==> src/rtl/vend_pkg.sv <==
// Shared vending-machine constants: coin values, drink codes, change-controller state encoding.
// Latency: n/a (declarations only).
// Backpressure: n/a.
package vend_pkg;

    // Coin denominations as they appear on the 6-bit coin buses
    localparam logic [5:0] COIN_1  = 6'd1;
    localparam logic [5:0] COIN_5  = 6'd5;
    localparam logic [5:0] COIN_10 = 6'd10;
    localparam logic [5:0] COIN_50 = 6'd50;

    // Drink selection codes used by the vending FSM
    localparam logic [2:0] TEA    = 3'b100;
    localparam logic [2:0] COKE   = 3'b101;
    localparam logic [2:0] COFFEE = 3'b110;
    localparam logic [2:0] MILK   = 3'b111;

    // Change controller states
    typedef enum logic [0:0] {
        ST_IDLE     = 1'b0,
        ST_DISPENSE = 1'b1
    } change_state_t;

endpackage

==> src/rtl/coin_inventory.sv <==
// Saturating up/down coin counter for one denomination.
// Latency: count updates on the edge that samples inc/dec; nonzero follows count combinationally.
// Backpressure: none; increments at full scale are dropped, decrements at zero are ignored.
//
// Ports: clk, reset (async, active-high), inc (coin refilled), dec (coin ejected),
//        count (current stock), nonzero (stock > 0).
module coin_inventory #(
    parameter int INV_W    = 5,
    parameter int INV_INIT = 8
) (
    input  logic             clk,
    input  logic             reset,
    input  logic             inc,
    input  logic             dec,
    output logic [INV_W-1:0] count,
    output logic             nonzero
);

    localparam logic [INV_W-1:0] CNT_MAX  = '1;
    localparam logic [INV_W-1:0] CNT_INIT = INV_INIT[INV_W-1:0];

    always_ff @(posedge clk or posedge reset) begin
        if (reset) begin
            count <= CNT_INIT;
        end else begin
            // inc and dec together cancel: one coin in, one coin out
            case ({inc, dec})
                2'b10: if (count != CNT_MAX) count <= count + 1'b1;
                2'b01: if (count != '0)      count <= count - 1'b1;
                default: ;
            endcase
        end
    end

    assign nonzero = (count != '0);

endmodule

==> src/rtl/vend_change_ctrl.sv <==
// Change dispenser: greedy 50/10/5/1 selection against live coin inventory, one coin per clock.
// Latency: request accepted at E0, coins after E1..Ek, done/short/remain after Ek+1.
// Backpressure: req_ready is low for the whole dispense; requests are only sampled in IDLE.
//
// Ports: clk, reset (async, active-high), coin_in (customer coin, refills stock),
//        req_valid/req_amount/req_ready (change request handshake),
//        coin_out (ejected coin or 0), done/short/remain (end-of-request report), busy.
module vend_change_ctrl
    import vend_pkg::*;
#(
    parameter int INV_W    = 5,
    parameter int INV_INIT = 8
) (
    input  logic       clk,
    input  logic       reset,
    input  logic [5:0] coin_in,
    input  logic       req_valid,
    input  logic [7:0] req_amount,
    output logic       req_ready,
    output logic [5:0] coin_out,
    output logic       done,
    output logic       short,
    output logic [7:0] remain,
    output logic       busy
);

    change_state_t state;
    logic [7:0]    rem;

    logic [INV_W-1:0] cnt_50, cnt_10, cnt_5, cnt_1;
    logic             nz_50, nz_10, nz_5, nz_1;
    logic             dec_50, dec_10, dec_5, dec_1;
    logic [5:0]       sel_coin;

    // Stock counts are not needed by the selector (nonzero suffices); kept as nets for debug.
    logic unused_cnt;
    assign unused_cnt = ^{cnt_50, cnt_10, cnt_5, cnt_1};

    coin_inventory #(.INV_W(INV_W), .INV_INIT(INV_INIT)) u_inv_50 (
        .clk(clk), .reset(reset), .inc(coin_in == COIN_50), .dec(dec_50),
        .count(cnt_50), .nonzero(nz_50)
    );
    coin_inventory #(.INV_W(INV_W), .INV_INIT(INV_INIT)) u_inv_10 (
        .clk(clk), .reset(reset), .inc(coin_in == COIN_10), .dec(dec_10),
        .count(cnt_10), .nonzero(nz_10)
    );
    coin_inventory #(.INV_W(INV_W), .INV_INIT(INV_INIT)) u_inv_5 (
        .clk(clk), .reset(reset), .inc(coin_in == COIN_5), .dec(dec_5),
        .count(cnt_5), .nonzero(nz_5)
    );
    coin_inventory #(.INV_W(INV_W), .INV_INIT(INV_INIT)) u_inv_1 (
        .clk(clk), .reset(reset), .inc(coin_in == COIN_1), .dec(dec_1),
        .count(cnt_1), .nonzero(nz_1)
    );

    // Greedy priority selector; requiring d <= rem keeps rem from underflowing.
    always_comb begin
        sel_coin = '0;
        dec_50   = 1'b0;
        dec_10   = 1'b0;
        dec_5    = 1'b0;
        dec_1    = 1'b0;
        if (state == ST_DISPENSE) begin
            if (nz_50 && rem >= {2'b00, COIN_50}) begin
                sel_coin = COIN_50;
                dec_50   = 1'b1;
            end else if (nz_10 && rem >= {2'b00, COIN_10}) begin
                sel_coin = COIN_10;
                dec_10   = 1'b1;
            end else if (nz_5 && rem >= {2'b00, COIN_5}) begin
                sel_coin = COIN_5;
                dec_5    = 1'b1;
            end else if (nz_1 && rem >= {2'b00, COIN_1}) begin
                sel_coin = COIN_1;
                dec_1    = 1'b1;
            end
        end
    end

    always_ff @(posedge clk or posedge reset) begin
        if (reset) begin
            state    <= ST_IDLE;
            rem      <= '0;
            coin_out <= '0;
            done     <= 1'b0;
            short    <= 1'b0;
            remain   <= '0;
        end else begin
            coin_out <= '0;
            done     <= 1'b0;
            case (state)
                ST_IDLE: begin
                    if (req_valid) begin
                        rem   <= req_amount;
                        state <= ST_DISPENSE;
                    end
                end
                ST_DISPENSE: begin
                    if (sel_coin != '0) begin
                        coin_out <= sel_coin;
                        rem      <= rem - {2'b00, sel_coin};
                    end else begin
                        // Nothing more can be paid: report what is left over
                        done   <= 1'b1;
                        short  <= (rem != '0);
                        remain <= rem;
                        state  <= ST_IDLE;
                    end
                end
                default: state <= ST_IDLE;
            endcase
        end
    end

    assign req_ready = (state == ST_IDLE);
    assign busy      = (state == ST_DISPENSE);

endmodule

==> config.mk <==
export PLATFORM = sky130hd
export DESIGN_NAME = vend_change_ctrl
export DESIGN_NICKNAME = d
export VERILOG_FILES = /design/src/rtl/vend_pkg.sv /design/src/rtl/coin_inventory.sv /design/src/rtl/vend_change_ctrl.sv
export SDC_FILE = /design/constraint.sdc
export NUM_CORES = 1
export LEC_CHECK = 0
export ABC_AREA = 0
export CAP_MARGIN = 25
export CORE_MARGIN = 3
export CORE_UTILIZATION = 50
export DETAILED_ROUTE_END_ITERATION = 6
export PLACE_DENSITY = 0.71
export SLEW_MARGIN = 10
export SYNTH_ARGS = -nofsm -noshare
export SYNTH_HDL_FRONTEND = slang
export SYNTH_HIERARCHICAL = 1
export SYNTH_SLANG_ARGS = --single-unit
==> constraint.sdc <==
create_clock -name clk -period 9 [get_ports clk]
set_clock_uncertainty 0.05 [all_clocks]
set_input_delay 1.35 -clock clk [delete_from_list [all_inputs] [get_ports clk]]
set_output_delay 1.35 -clock clk [all_outputs]
set_load 0.05 [all_outputs]
[Word level (Yosys, flattened, before mapping)]
Index checks and enable logic that the tools add are counted.
Cells by class
  reductions and logical operators: 20
  muxes and demuxes: 41
  magnitude comparators: 4
  bitwise logic cells: 2
  add/subtract/negate cells: 9
  equality and inequality tests: 26
Operators with widths (number)
  two-way mux 5 bit: 8
  one-hot mux 5 bit (2 select lines): 4
  two-way mux 6 bit: 4
  adder 5 x 1 -> 5 bit, second input constant: 4
  inequality test 5 bit, second input constant: 4
  nonzero test 5 bit: 4
  subtractor 5 x 1 -> 5 bit, second input constant: 4
  two-way mux 1 bit: 19
  two-way mux 8 bit: 2
  one-hot mux 8 bit (2 select lines): 1
  AND reduction 3 bit: 4
  inequality test 2 x 1 -> 1 bit, second input constant: 5
  inequality test 2 bit, second input constant: 5
  == test 2 x 1 -> 1 bit, second input constant: 4
  == test 2 bit, second input constant: 4
  greater-or-equal comparator 8 x 1 -> 1 bit, second input constant: 1
  greater-or-equal comparator 8 x 3 -> 1 bit, second input constant: 1
  greater-or-equal comparator 8 x 4 -> 1 bit, second input constant: 1
  greater-or-equal comparator 8 x 6 -> 1 bit, second input constant: 1
  nonzero test 2 bit: 4
  nonzero test 8 bit: 1
  subtractor 8 x 6 -> 8 bit: 1
  == test 6 x 1 -> 1 bit, second input constant: 1
  == test 6 x 3 -> 1 bit, second input constant: 1
  other kinds (9): 14
Storage, ports and cells
  flip-flop bits (word level): 45
  word-level logic and storage cells: 112
  bits of input ports: 17

[Longest topological paths before layout]
Gate-level depths: netlist of the first run.
  depth after elaboration: 10
  gate-level depth with buffers: 13
  gate-level depth less buffers: 13

[By module]
The synthesis of the first run kept the hierarchy.
By module, submodules not included
  vend_change_ctrl: cells each 153, area each 1465.2 um^2, instances 1
  coin_inventory: cells each 36, area each 354.1 um^2, instances 4

[Least setup slack after synthesis of the first run]
Ideal clock, no wire load.
  kind: flip-flop to flip-flop
  start point: register u_inv_50.count[1]
  end point: register u_inv_1.count[4]
  path slack: 5.912 ns
  cell stages (with the launch flop): 14
  arrival time: 2.915 ns
  cell sequence: dfrtp_1 or2_1 or4_1 o31ai_2 nand3_1 nand2b_1 nor3b_1 nand2b_1 xnor2_1 ha_1 o31a_2 nor3_1 o22ai_1 xnor2_1
Between the ends
  word-level cells in the longest chain between the ends: 7
  elaborated cells between the ends (all ways): 11
RTL lines
  from (decl): line coin_inventory.sv:15  | output logic [INV_W-1:0] count,
  from (signal assigned): line coin_inventory.sv:28  | 2'b10: if (count != CNT_MAX) count <= count + 1'b1;
  from (signal assigned): line coin_inventory.sv:29  | 2'b01: if (count != '0) count <= count - 1'b1;
  nonzero test 5 bit (*): line coin_inventory.sv:35  | assign nonzero = (count != '0);
  via nz_50: line vend_change_ctrl.sv:31  | logic nz_50, nz_10, nz_5, nz_1;
  logical AND 1 bit (*): line vend_change_ctrl.sv:64  | if (nz_50 && rem >= {2'b00, COIN_50}) begin
  two-way mux 1 bit (*): line vend_change_ctrl.sv:64
  two-way mux 1 bit (*): line vend_change_ctrl.sv:63  | if (state == ST_DISPENSE) begin
  via dec_1: line vend_change_ctrl.sv:32  | logic dec_50, dec_10, dec_5, dec_1;
  == test 2 bit / == test 2 x 1 -> 1 bit (equally long branches): line coin_inventory.sv:27  | case ({inc, dec})
  inequality test 2 x 1 -> 1 bit (no line) (tied with other cells)
  AND reduction 3 bit (no line)
  to (signal assigned): line coin_inventory.sv:28
  to (signal assigned): line coin_inventory.sv:29
  to (decl): line coin_inventory.sv:15
The timed path passes the listed nets; every way through them passes the cells marked *.
A chain may end at the register's enable or synchronous reset.

[Final worst setup path of the first run]
  start point: register state (netlist: busy)
  end point: output port req_ready
Between the ends
  word-level cells in the longest chain between the ends: 1
RTL lines
  from (decl): line vend_change_ctrl.sv:27  | change_state_t state;
  from (signal assigned): line vend_change_ctrl.sv:82  | state <= ST_IDLE;
  from (signal assigned): line vend_change_ctrl.sv:95  | state <= ST_DISPENSE;
  from (signal assigned): line vend_change_ctrl.sv:107  | state <= ST_IDLE;
  inverter 1 bit
  to (decl): line vend_change_ctrl.sv:19  | output logic req_ready,
No other way between the ends.

==> out/summary.txt, run 1 <==
Clock tree from TritonCTS = built
Overall die width = 81.92 um
Via count of the routed design = 2275
Min setup slack post-route = 5.520 ns
Final standard cell count with taps included and fillers excluded = 406
Port bufs = 34
Global router's overall resource usage = 18.98%
CP max stage delay = 0.77 ns
Number of antenna violations at the first check in global routing = 0
Source of the critical timing path = busy
Signed area change from the synthesized netlist to the final layout = 17.93%
Count of final max-slew check failures = 0
Synthesized net count = 329
Number of standard-cell rows in the floorplan = 27
Number of buffers inserted for hold repair after clock tree synthesis = 0
Wire length per cell = 14.54 um
Type of destination of the critical path = primary output
Total CTS buffers = 5
Share of the core filled with cells = 61.34%
Number of failing setup endpoints in the final timing report = 0
Power per cell area = 410.9 nW/um^2
Maximum number of pins on one net before global-route repair = 25
Worst path required time = 7.60 ns
Worst setup SP type = register
Place WS = 5.340 ns
Minimum period implied by the final worst setup slack = 3.480 ns
Max-slew headroom = 56.51%
GR Overflow Total = 0
Fraction of final layout cells with drive strength greater than 1 = 13.17%
Final design instance area without fill = 3398 um^2
Y dimension of the die = 81.92 um
Placed standard-cell area = 3278 um^2
Arrival time at the worst endpoint = 2.08 ns
Starting density of the core = 52.01%
Post-CTS setup buffer count = 0
Cells along the critical path = inv_1, clkdlybuf4s50_1
Number of vias per cell after detailed routing = 5.603
Start point of the worst min-delay path = remain[0]
Tcrit/Tclk final = 38.67%
Sequential fraction of the synthesis area = 38.38%
Root Driver = clkbuf_8
Number of flops mapped to enable cells by yosys = 0
Count of yosys warnings during synthesis = 6
Vias in the first global route = 2070
Worst Max-Slew Pin Slew = 0.6524 ns
Sink count of the clock tree = 44
Min Hold Slack = 0.4425 ns
Total length of routed wires = 5902 um
Worst-path clk slew = 0.10 ns
Placed Cells incl. Taps = 397
Leakage component of the power = 1.433 nW
Cell type of the slowest stage on the worst timing path = dfrtp_1
Total power consumption of the routed design = 1.396 mW
Core area = 5540 um^2
Type of the worst setup path = register to primary output
Number of detailed-route iterations in the first pass = 4
Total I/O pin count = 35
Buffer depth of the longest clock path = 2
Final RePlAce weighted congestion = 0.8563
Max frequency = 0.2873 GHz
Insertion delay to the later sink of the worst-skew pair = 0.30 ns
Prevailing post-synth register cell = dfrtp_1
Maximum ir drop on the vdd rail = 0.2307 mV
Number of antenna repair diodes = 0
Number of max-cap violations = 0
First-pass GRT wire length = 9887 um
Iter 0 DRT Violations = 108
Asr flop ratio synth = 100.0%
Reg-to-reg startpoint = u_inv_50/count[1]
Setup TNS Final = 0 ns
Register bit total from synthesis = 44
Synthesized area per cell = 9.702 um^2
Class of the tightest hold or removal check = register to register
Post-layout nets = 365
Mapped cell area = 2882 um^2
Remaining design rule violation count = 0
Number of distinct library cell variants in the gate-level netlist after synthesis = 56
RSZ-0062 raised after global routing = false
Synthesized instance count = 297
Worst Path Max Fanout = 22
CTS-repair resized insts = 0
DP HPWL = 4534 um
Die Area = 6710 um^2
Number of H-tree levels = 2
FILL cells = 489
Outcome = finished clean
Residual antenna-violating net count after detailed routing = 0
Final Hold Viols = 0
==> kinds of logic after synthesis <==
group                    share of synthesized area, %
multiplexers                                    6.687
flip-flops                                      38.38
XOR/XNOR                                        5.775
adder cells (fa/ha/maj)                         6.774
AND/OR/NAND/NOR                                 18.89
buffers and inverters                           4.038
AO/OA/AOI/OAI                                   19.45
==> cells in the final DEF, fill, tap and decap left out, drive strengths merged, types with 10 or more instances in the layout <==
cell type      count
clkdlybuf4s50     34
dfrtp             40
nand2b            13
o21ai             20
nor3              11
xnor2             14
inv               22
nand2             11
or2               10
a21oi             18
mux2              13
a31oi             10
ha                14
nor2              23
==> power by group <==
group	switching [mW]	internal, mW	leakage, nW
Sequential	0.116	0.300	0.522
Clock	0.0717	0.0550	0.0404
Combinational	0.444	0.409	0.871
==> worst paths after layout <==
path,end,slack [ns],depth (start not counted)
setup / recovery,req_ready,5.52,2
hold / removal,remain[0],0.44,2
setup reg to reg,rem[4],5.53,13
hold reg to reg,remain[0],0.44,2
max in group asynchronous,coin_out[1],7.08,3
min in group asynchronous,u_inv_5/count[4],1.36,2
==> layer usage <==
layer | share of wire (%) | GRT usage (%)
met3 | 3.2 | 3.618
met5 | 0 | 0
met1 | 50 | 26.87
met2 | 46 | 29.73
met4 | 0.86 | 4.817
==> synthesized netlist by cell type, drive strengths merged (6+ instances only) <==
cell type   n  area [um^2]
a21oi      18        90.09
nand2b     13        81.33
nor2       23        86.33
mux2       13        172.7
dfrtp      40         1001
o22ai       6        43.79
a31oi      10        62.56
or2        10        75.07
inv        22        82.58
xnor2      14        122.6
ha         14        175.2
nor3       11        55.05
o21ai      20        103.9
nand2      11        41.29
==> worst max-delay path, delay by kind of cell (launching register included) <==
family   cells  cell delay, ns
buf+inv      2            1.00
flops        1            0.77
==> flip-flops by register name, indices dropped and copies added, names as in the netlist <==
name / flops
u_inv_10/count: 5
busy: 1
u_inv_1/count: 5
remain: 8
coin_out: 5
short: 1
u_inv_50/count: 5
u_inv_5/count: 5
done: 1
rem: 8
==> area by class of cell <==
cell class	instances	area (um^2)	share of cell area, %
clock inverter	3	23.77	0.6996
tap	72	90.09	2.651
timing repair buffer	35	367.9	10.82
clock buffer	5	68.82	2.025
multi-input combinational	225	1659	48.82
sequential	44	1106	32.55
inverter	22	82.58	2.430
Power figures use the tool's default switching activity.
==> run 2: changes to the inputs <==
==> constraint.sdc (replaced) <==
create_clock -name clk -period 3.4 [get_ports clk]
set_clock_uncertainty 0.05 [all_clocks]
set_input_delay 0.51 -clock clk [delete_from_list [all_inputs] [get_ports clk]]
set_output_delay 0.51 -clock clk [all_outputs]
set_load 0.05 [all_outputs]
==> out/summary.txt, run 2 (synthesis results as in run 1) <==
Outcome = finished clean (unchanged)
Worst Path Max Fanout = 5 (was 22)
GR Overflow Total = 0 (unchanged)
Worst Max-Slew Pin Slew = 0.5631 ns (was 0.6524 ns)
Clock tree from TritonCTS = built (unchanged)
Bufs and invs on worst path = 0 (was 2)
Reg-to-reg critical path endpoint = u_inv_1/count[4] (was rem[4])
Worst setup SP type = register (unchanged)
Root Driver = clkbuf_8 (unchanged)
FILL cells = 478 (was 489)
Class of the tightest hold or removal check = register to register (unchanged)
Post-CTS setup buffer count = 0 (unchanged)
Cell type of the slowest stage on the worst timing path = or4_1 (was dfrtp_1)
Capture point of the critical path = u_inv_1/count[4] (was req_ready)
Iter 0 DRT Violations = 159 (was 108)
Vias in the first global route = 2229 (was 2070)
Number of standard-cell rows in the floorplan = 27 (unchanged)
Most prevalent standard cell on the critical path = xnor2_1
Tcrit/Tclk final = 92.08%
Buffer depth of the longest clock path = 2 (unchanged)
Stages on worst setup path = 13 (was 2)
Max-slew headroom = 62.06% (was 56.51%)
Type of the worst setup path = register to register (was register to primary output)
Port bufs = 34 (unchanged)
Global router's overall resource usage = 20.11% (was 18.98%)
Final RePlAce weighted congestion = 0.9118 (was 0.8563)
Number of antenna violations at the first check in global routing = 0 (unchanged)
Arrival time at the worst endpoint = 3.27 ns (was 2.08 ns)
CTS-repair resized insts = 0 (unchanged)
Total length of routed wires = 6088 um (was 5902 um)
Cells along the critical path = or2_1, or4_1, o31ai_2, nand3_2, nand2b_4, nor3b_2, nand2b_1, xnor2_1, ha_1, o31a_2, nor3_1, o22ai_1, xnor2_1 (was inv_1, clkdlybuf4s50_1)
Number of detailed-route iterations in the first pass = 4 (unchanged)
Most common library cell in the layout ignoring fill and taps = dfrtp_1 (unchanged)
Register-to-Register Setup Slack = 0.27 ns (was 5.53 ns)
Final Hold Viols = 0 (unchanged)
Core area = 5540 um^2 (unchanged)
Insertion delay to the later sink of the worst-skew pair = 0.29 ns (was 0.30 ns)
Sink count of the clock tree = 44 (unchanged)
Overall die width = 81.92 um (unchanged)
Max frequency = 0.3194 GHz
Power per cell area = 1101 nW/um^2 (was 410.9 nW/um^2)
Fraction of final layout cells with drive strength greater than 1 = 16.57% (was 13.17%)
Reg-to-reg startpoint = u_inv_50/count[1] (unchanged)
Total CTS buffers = 5 (unchanged)
Number of vias per cell after detailed routing = 5.736 (was 5.603)
Residual antenna-violating net count after detailed routing = 0 (unchanged)
DP HPWL = 4724 um (was 4534 um)
Leakage component of the power = 1.504 nW (was 1.433 nW)
Total I/O pin count = 35 (unchanged)
Number of max-cap violations = 0 (unchanged)
Number of H-tree levels = 2 (unchanged)
Worst-path clk slew = 0.08 ns (was 0.10 ns)
Number of antenna repair diodes = 0 (unchanged)
Minimum period implied by the final worst setup slack = 3.131 ns
Number of failing setup endpoints in the final timing report = 0 (unchanged)
Maximum number of pins on one net before global-route repair = 25 (unchanged)
Share of the core filled with cells = 63.21% (was 61.34%)
CP max stage delay = 0.46 ns (was 0.77 ns)
Post-layout nets = 375 (was 365)
Setup TNS Final = 0 ns (unchanged)
Starting density of the core = 52.01% (unchanged)
Y dimension of the die = 81.92 um (unchanged)
Via count of the routed design = 2386 (was 2275)
RSZ-0062 raised after global routing = false (unchanged)
Remaining design rule violation count = 0 (unchanged)
Number of buffers inserted for hold repair after clock tree synthesis = 0 (unchanged)
Cell family contributing the most delay on the critical path = simple AND/OR/NAND/NOR gates (was buffers and inverters)
Maximum ir drop on the vdd rail = 0.7061 mV (was 0.2307 mV)
Source of the critical timing path = u_inv_50/count[1] (was busy)
Signed area change from the synthesized netlist to the final layout = 21.54% (was 17.93%)
Leading registers by flop count = rem x8, remain x8 (unchanged)
Worst path required time = 3.54 ns (was 7.60 ns)
Most frequent cells in the layout = 40 x dfrtp_1, 34 x clkdlybuf4s50_1, 23 x nor2_1 (unchanged)
Type of destination of the critical path = register (was primary output)
Number of cells on the worst reg-to-reg path = 13 (unchanged)
Count of final max-slew check failures = 0 (unchanged)
Die Area = 6710 um^2 (unchanged)
First-pass GRT wire length = 10450 um (was 9887 um)
Wire length per cell = 14.63 um (was 14.54 um)
==> run 2: power by group <==
| part | internal [mW] | switching [mW] | total [mW] | leakage (nW) |
|---|---|---|---|---|
| Sequential | 0.797 | 0.218 | 1.01 | 0.522 |
| Clock | 0.186 | 0.170 | 0.356 | 0.0515 |
| Combinational | 1.16 | 1.32 | 2.49 | 0.931 |
| Total | 2.15 | 1.71 | 3.86 | 1.50 |
==> run 2: worst register-to-register path: stages, from the launching register on <==
cell and delay, ns:
dfrtp_1 0.38, or2_1 0.26, or4_1 0.46, o31ai_2 0.15
nand3_2 0.19, nand2b_4 0.20, nor3b_2 0.20, nand2b_1 0.12
xnor2_1 0.14, ha_1 0.22, o31a_2 0.29, nor3_1 0.14
o22ai_1 0.10, xnor2_1 0.14
==> run 2: cell type report <==
type                            count  area, um^2  area share, %
Clock buffer                        8       100.1          2.858
Inverter                           22       82.58          2.358
Multi-Input combinational cell    225        1680          47.98
Sequential cell                    44        1106          31.58
Tap cell                           72       90.09          2.572
Timing Repair Buffer               45       442.9          12.65
==> run 2: worst min-delay path by stage <==
stage / startpoint / cells past startpoint / to / slack [ns]
2_1_floorplan: reset / 1 / u_inv_1/count[0] / 0.24
3_3_place_gp: remain[0] / 2 / remain[0] / 0.42
3_5_place_dp: remain[3] / 2 / remain[3] / 0.43
4_1_cts: remain[3] / 2 / remain[3] / 0.45
5_1_grt: remain[3] / 2 / remain[3] / 0.48
6_report: remain[3] / 2 / remain[3] / 0.44
==> run 2: per-layer routing <==
metal	up-vias	routed length, um	GRT usage (%)	share of wire, %
met5	-	0	0	0
met3	5	327	3.838	5.4
met2	66	2865	32.39	47
met4	0	52	5.316	0.85
li1	1180	-	-	-
met1	1135	2843	27.62	47
==> run 2: per-stage QoR <==
stage | cell area [um^2] | setup WS, ns | hold slack [ns] | cells | total power, mW
floorplan | 2882 | 0.3122 | 0.2378 | 297 | 2.851
detailed placement | 3353 | 0.09458 | 0.4319 | 407 | 3.453
CTS | 3453 | 0.07466 | 0.4502 | 415 | 3.826
global placement | 3353 | 0.1783 | 0.4175 | 407 | 3.404
finish | 3502 | 0.2692 | 0.4424 | 416 | 3.857
global route | 3502 | 0.04090 | 0.4785 | 416 | 4.184
==> run 3: changes to the inputs <==
--- a/config.mk
+++ b/config.mk
@@ -6,7 +6,7 @@
 export NUM_CORES = 1
 export LEC_CHECK = 0
 export ABC_AREA = 0
-export CAP_MARGIN = 25
+export CAP_MARGIN = 10
 export CORE_MARGIN = 3
 export CORE_UTILIZATION = 50
 export DETAILED_ROUTE_END_ITERATION = 6
==> out/summary.txt, run 3 (synthesis results as in run 1) <==
Outcome = finished clean (unchanged)
Cell type of the slowest stage on the worst timing path = or4_1 (unchanged)
Port bufs = 34 (unchanged)
Placed standard-cell area = 3353 um^2 (unchanged)
Leakage component of the power = 1.491 nW (was 1.504 nW)
Worst Max-Slew Pin Slew = 0.9451 ns (was 0.5631 ns)
Part of the total power dissipated in sequential elements = 26.4% (was 26.3%)
Net load switching power = 1.711 mW (about the same)
Met3 routing resource usage after global routing = 3.838% (unchanged)
Power per cell area = 1109 nW/um^2 (was 1101 nW/um^2)
Iter 0 DRT Violations = 163 (was 159)
Max-slew headroom = 36.93% (was 62.06%)
FILL cells = 483 (was 478)
First-pass GRT wire length = 10450 um (unchanged)
Count of final max-slew check failures = 0 (unchanged)
CP max stage delay = 0.46 ns (about the same)
Arrival time at the worst endpoint = 3.27 ns (about the same)
Number of H-tree levels = 2 (unchanged)
Pint = 2.142 mW (was 2.146 mW)
Worst path required time = 3.53 ns (was 3.54 ns)
Total length of routed wires = 6102 um (was 6088 um)
Signed area change from the synthesized netlist to the final layout = 20.58% (was 21.54%)
Number of antenna repair diodes = 0 (unchanged)
Overall die width = 81.92 um (unchanged)
Vias in the first global route = 2229 (unchanged)
Number of max-cap violations = 0 (unchanged)
Wire length per cell = 14.70 um (was 14.63 um)
Bufs and invs on worst path = 0 (unchanged)
Die Area = 6710 um^2 (unchanged)
Insertion delay to the later sink of the worst-skew pair = 0.29 ns (about the same)
GR Overflow Total = 0 (unchanged)
Worst-path clk slew = 0.08 ns (about the same)
Maximum ir drop on the vdd rail = 0.7069 mV (was 0.7061 mV)
Final Hold Viols = 0 (unchanged)
RSZ-0062 raised after global routing = false (unchanged)
Leading registers by flop count = rem x8, remain x8 (unchanged)
Min setup slack post-route = 0.2592 ns (was 0.2692 ns)
Final RePlAce weighted congestion = 0.9118 (unchanged)
Post-layout nets = 374 (was 375)
Total I/O pin count = 35 (unchanged)
Core area = 5540 um^2 (unchanged)
Clock tree from TritonCTS = built (unchanged)
Power share of the combinational group = 64.5% (about the same)
DP HPWL = 4724 um (unchanged)
Number of antenna violations at the first check in global routing = 0 (unchanged)
Tcrit/Tclk final = 92.38% (was 92.08%)
Residual antenna-violating net count after detailed routing = 0 (unchanged)
Number of vias per cell after detailed routing = 5.706 (was 5.736)
Cells along the critical path = or2_1, or4_1, o31ai_2, nand3_2, nand2b_4, nor3b_2, nand2b_1, xnor2_1, ha_1, o31a_2, nor3_1, o22ai_1, xnor2_1 (unchanged)
Starting density of the core = 52.01% (unchanged)
Final design instance area without fill = 3475 um^2 (was 3502 um^2)
Most prevalent standard cell on the critical path = xnor2_1 (unchanged)
Minimum period implied by the final worst setup slack = 3.141 ns (was 3.131 ns)
Most frequent cells in the layout = 40 x dfrtp_1, 34 x clkdlybuf4s50_1, 23 x nor2_1 (unchanged)
Root Driver = clkbuf_8 (unchanged)
Total CTS buffers = 5 (unchanged)
Fraction of final layout cells with drive strength greater than 1 = 16.33% (was 16.57%)
Number of buffers inserted for hold repair after clock tree synthesis = 0 (unchanged)
Most common library cell in the layout ignoring fill and taps = dfrtp_1 (unchanged)
Class of the tightest hold or removal check = register to register (unchanged)
Switching Fraction = 44.40% (was 44.37%)
Place WS = 0.09458 ns (unchanged)
Number of failing setup endpoints in the final timing report = 0 (unchanged)
Worst Path Max Fanout = 5 (unchanged)
Remaining design rule violation count = 0 (unchanged)
Y dimension of the die = 81.92 um (unchanged)
Number of standard-cell rows in the floorplan = 27 (unchanged)
Total power consumption of the routed design = 3.854 mW (was 3.857 mW)
Worst setup SP type = register (unchanged)
Type of the worst setup path = register to register (unchanged)
Via count of the routed design = 2368 (was 2386)
Max frequency = 0.3184 GHz (was 0.3194 GHz)
Cell family contributing the most delay on the critical path = simple AND/OR/NAND/NOR gates (unchanged)
Fraction of met2 tracks used by global routing = 32.39% (unchanged)
Number of detailed-route iterations in the first pass = 4 (unchanged)
Most used routing layer in global routing = met2 (unchanged)
Clock group share of total power = 9.2% (about the same)
Routing usage on met1 = 27.62% (unchanged)
Type of destination of the critical path = register (unchanged)
Setup TNS Final = 0 ns (unchanged)
Sink count of the clock tree = 44 (unchanged)
Buffer depth of the longest clock path = 2 (unchanged)
Global router's overall resource usage = 20.11% (unchanged)
Maximum number of pins on one net before global-route repair = 25 (unchanged)
run 3: changes by cell type in the layout (fill, tap and decap cells not counted):
cell | previous run | this run
buf_16 | 1 | 0
run 3: metal layers:
metal,share of wire (%),wire length [um]
met1,47,2870
met2,48,2911
met3,4.2,255
met4,1.1,65
met5,0,0
run 3: worst paths after layout:
path                              startpoint                 to  slack, ns  depth (start not counted)
max reg2reg                u_inv_50/count[1]   u_inv_1/count[4]       0.26                         13
min in group asynchronous              reset  u_inv_10/count[2]       0.54                          2
max                        u_inv_50/count[1]   u_inv_1/count[4]       0.26                         13
min                                remain[3]          remain[3]       0.44                          2
min reg2reg                        remain[3]          remain[3]       0.44                          2
max in group asynchronous              reset          remain[0]       1.85                          2
run 3: worst register-to-register path, delay by kind of cell, from the launching register on:
family	cells	cell delay [ns]
compound gates	3	0.54
xor+xnor	2	0.28
fa+ha+maj	1	0.22
flops	1	0.38
simple gates	7	1.57
run 3: through the flow:
step | utilization, % | hold slack, ns | std cells
floorplan | - | 0.2378 | 297
global placement | 60.52 | 0.4175 | 407
detailed placement | 60.52 | 0.4319 | 407
CTS | 62.33 | 0.4502 | 415
global route | 62.71 | 0.4785 | 415
finish | 62.71 | 0.4429 | 415
run 3: final cells by class:
cell class              instances  area [um^2]  area share, %
clock buffers                   8        100.1          2.881
inverters                      22        82.58          2.377
multi-input cells             225         1680          48.36
flip-flops and latches         44         1106          31.83
well taps                      72        90.09          2.593
repair buffers                 44        415.4          11.96
run 3: timing repair:
| action | in CTS | in global routing |
|---|---|---|
| hold endpoints to repair | 0 | 0 |
| endpoints found under the setup margin | 0 | 8 |
| gates resized for setup | 0 | 5 |
| buffers inserted | 0 | 0 |
run 3: power by group through the flow:
stage / logic, mW / registers, mW / clock network, mW
2_1_floorplan: 1.59 / 1.26 / 0
3_3_place_gp: 2.39 / 1.02 / 0
3_5_place_dp: 2.43 / 1.02 / 0
4_1_cts: 2.45 / 1.02 / 0.362
5_1_grt: 2.74 / 1.05 / 0.385
6_report: 2.48 / 1.02 / 0.354
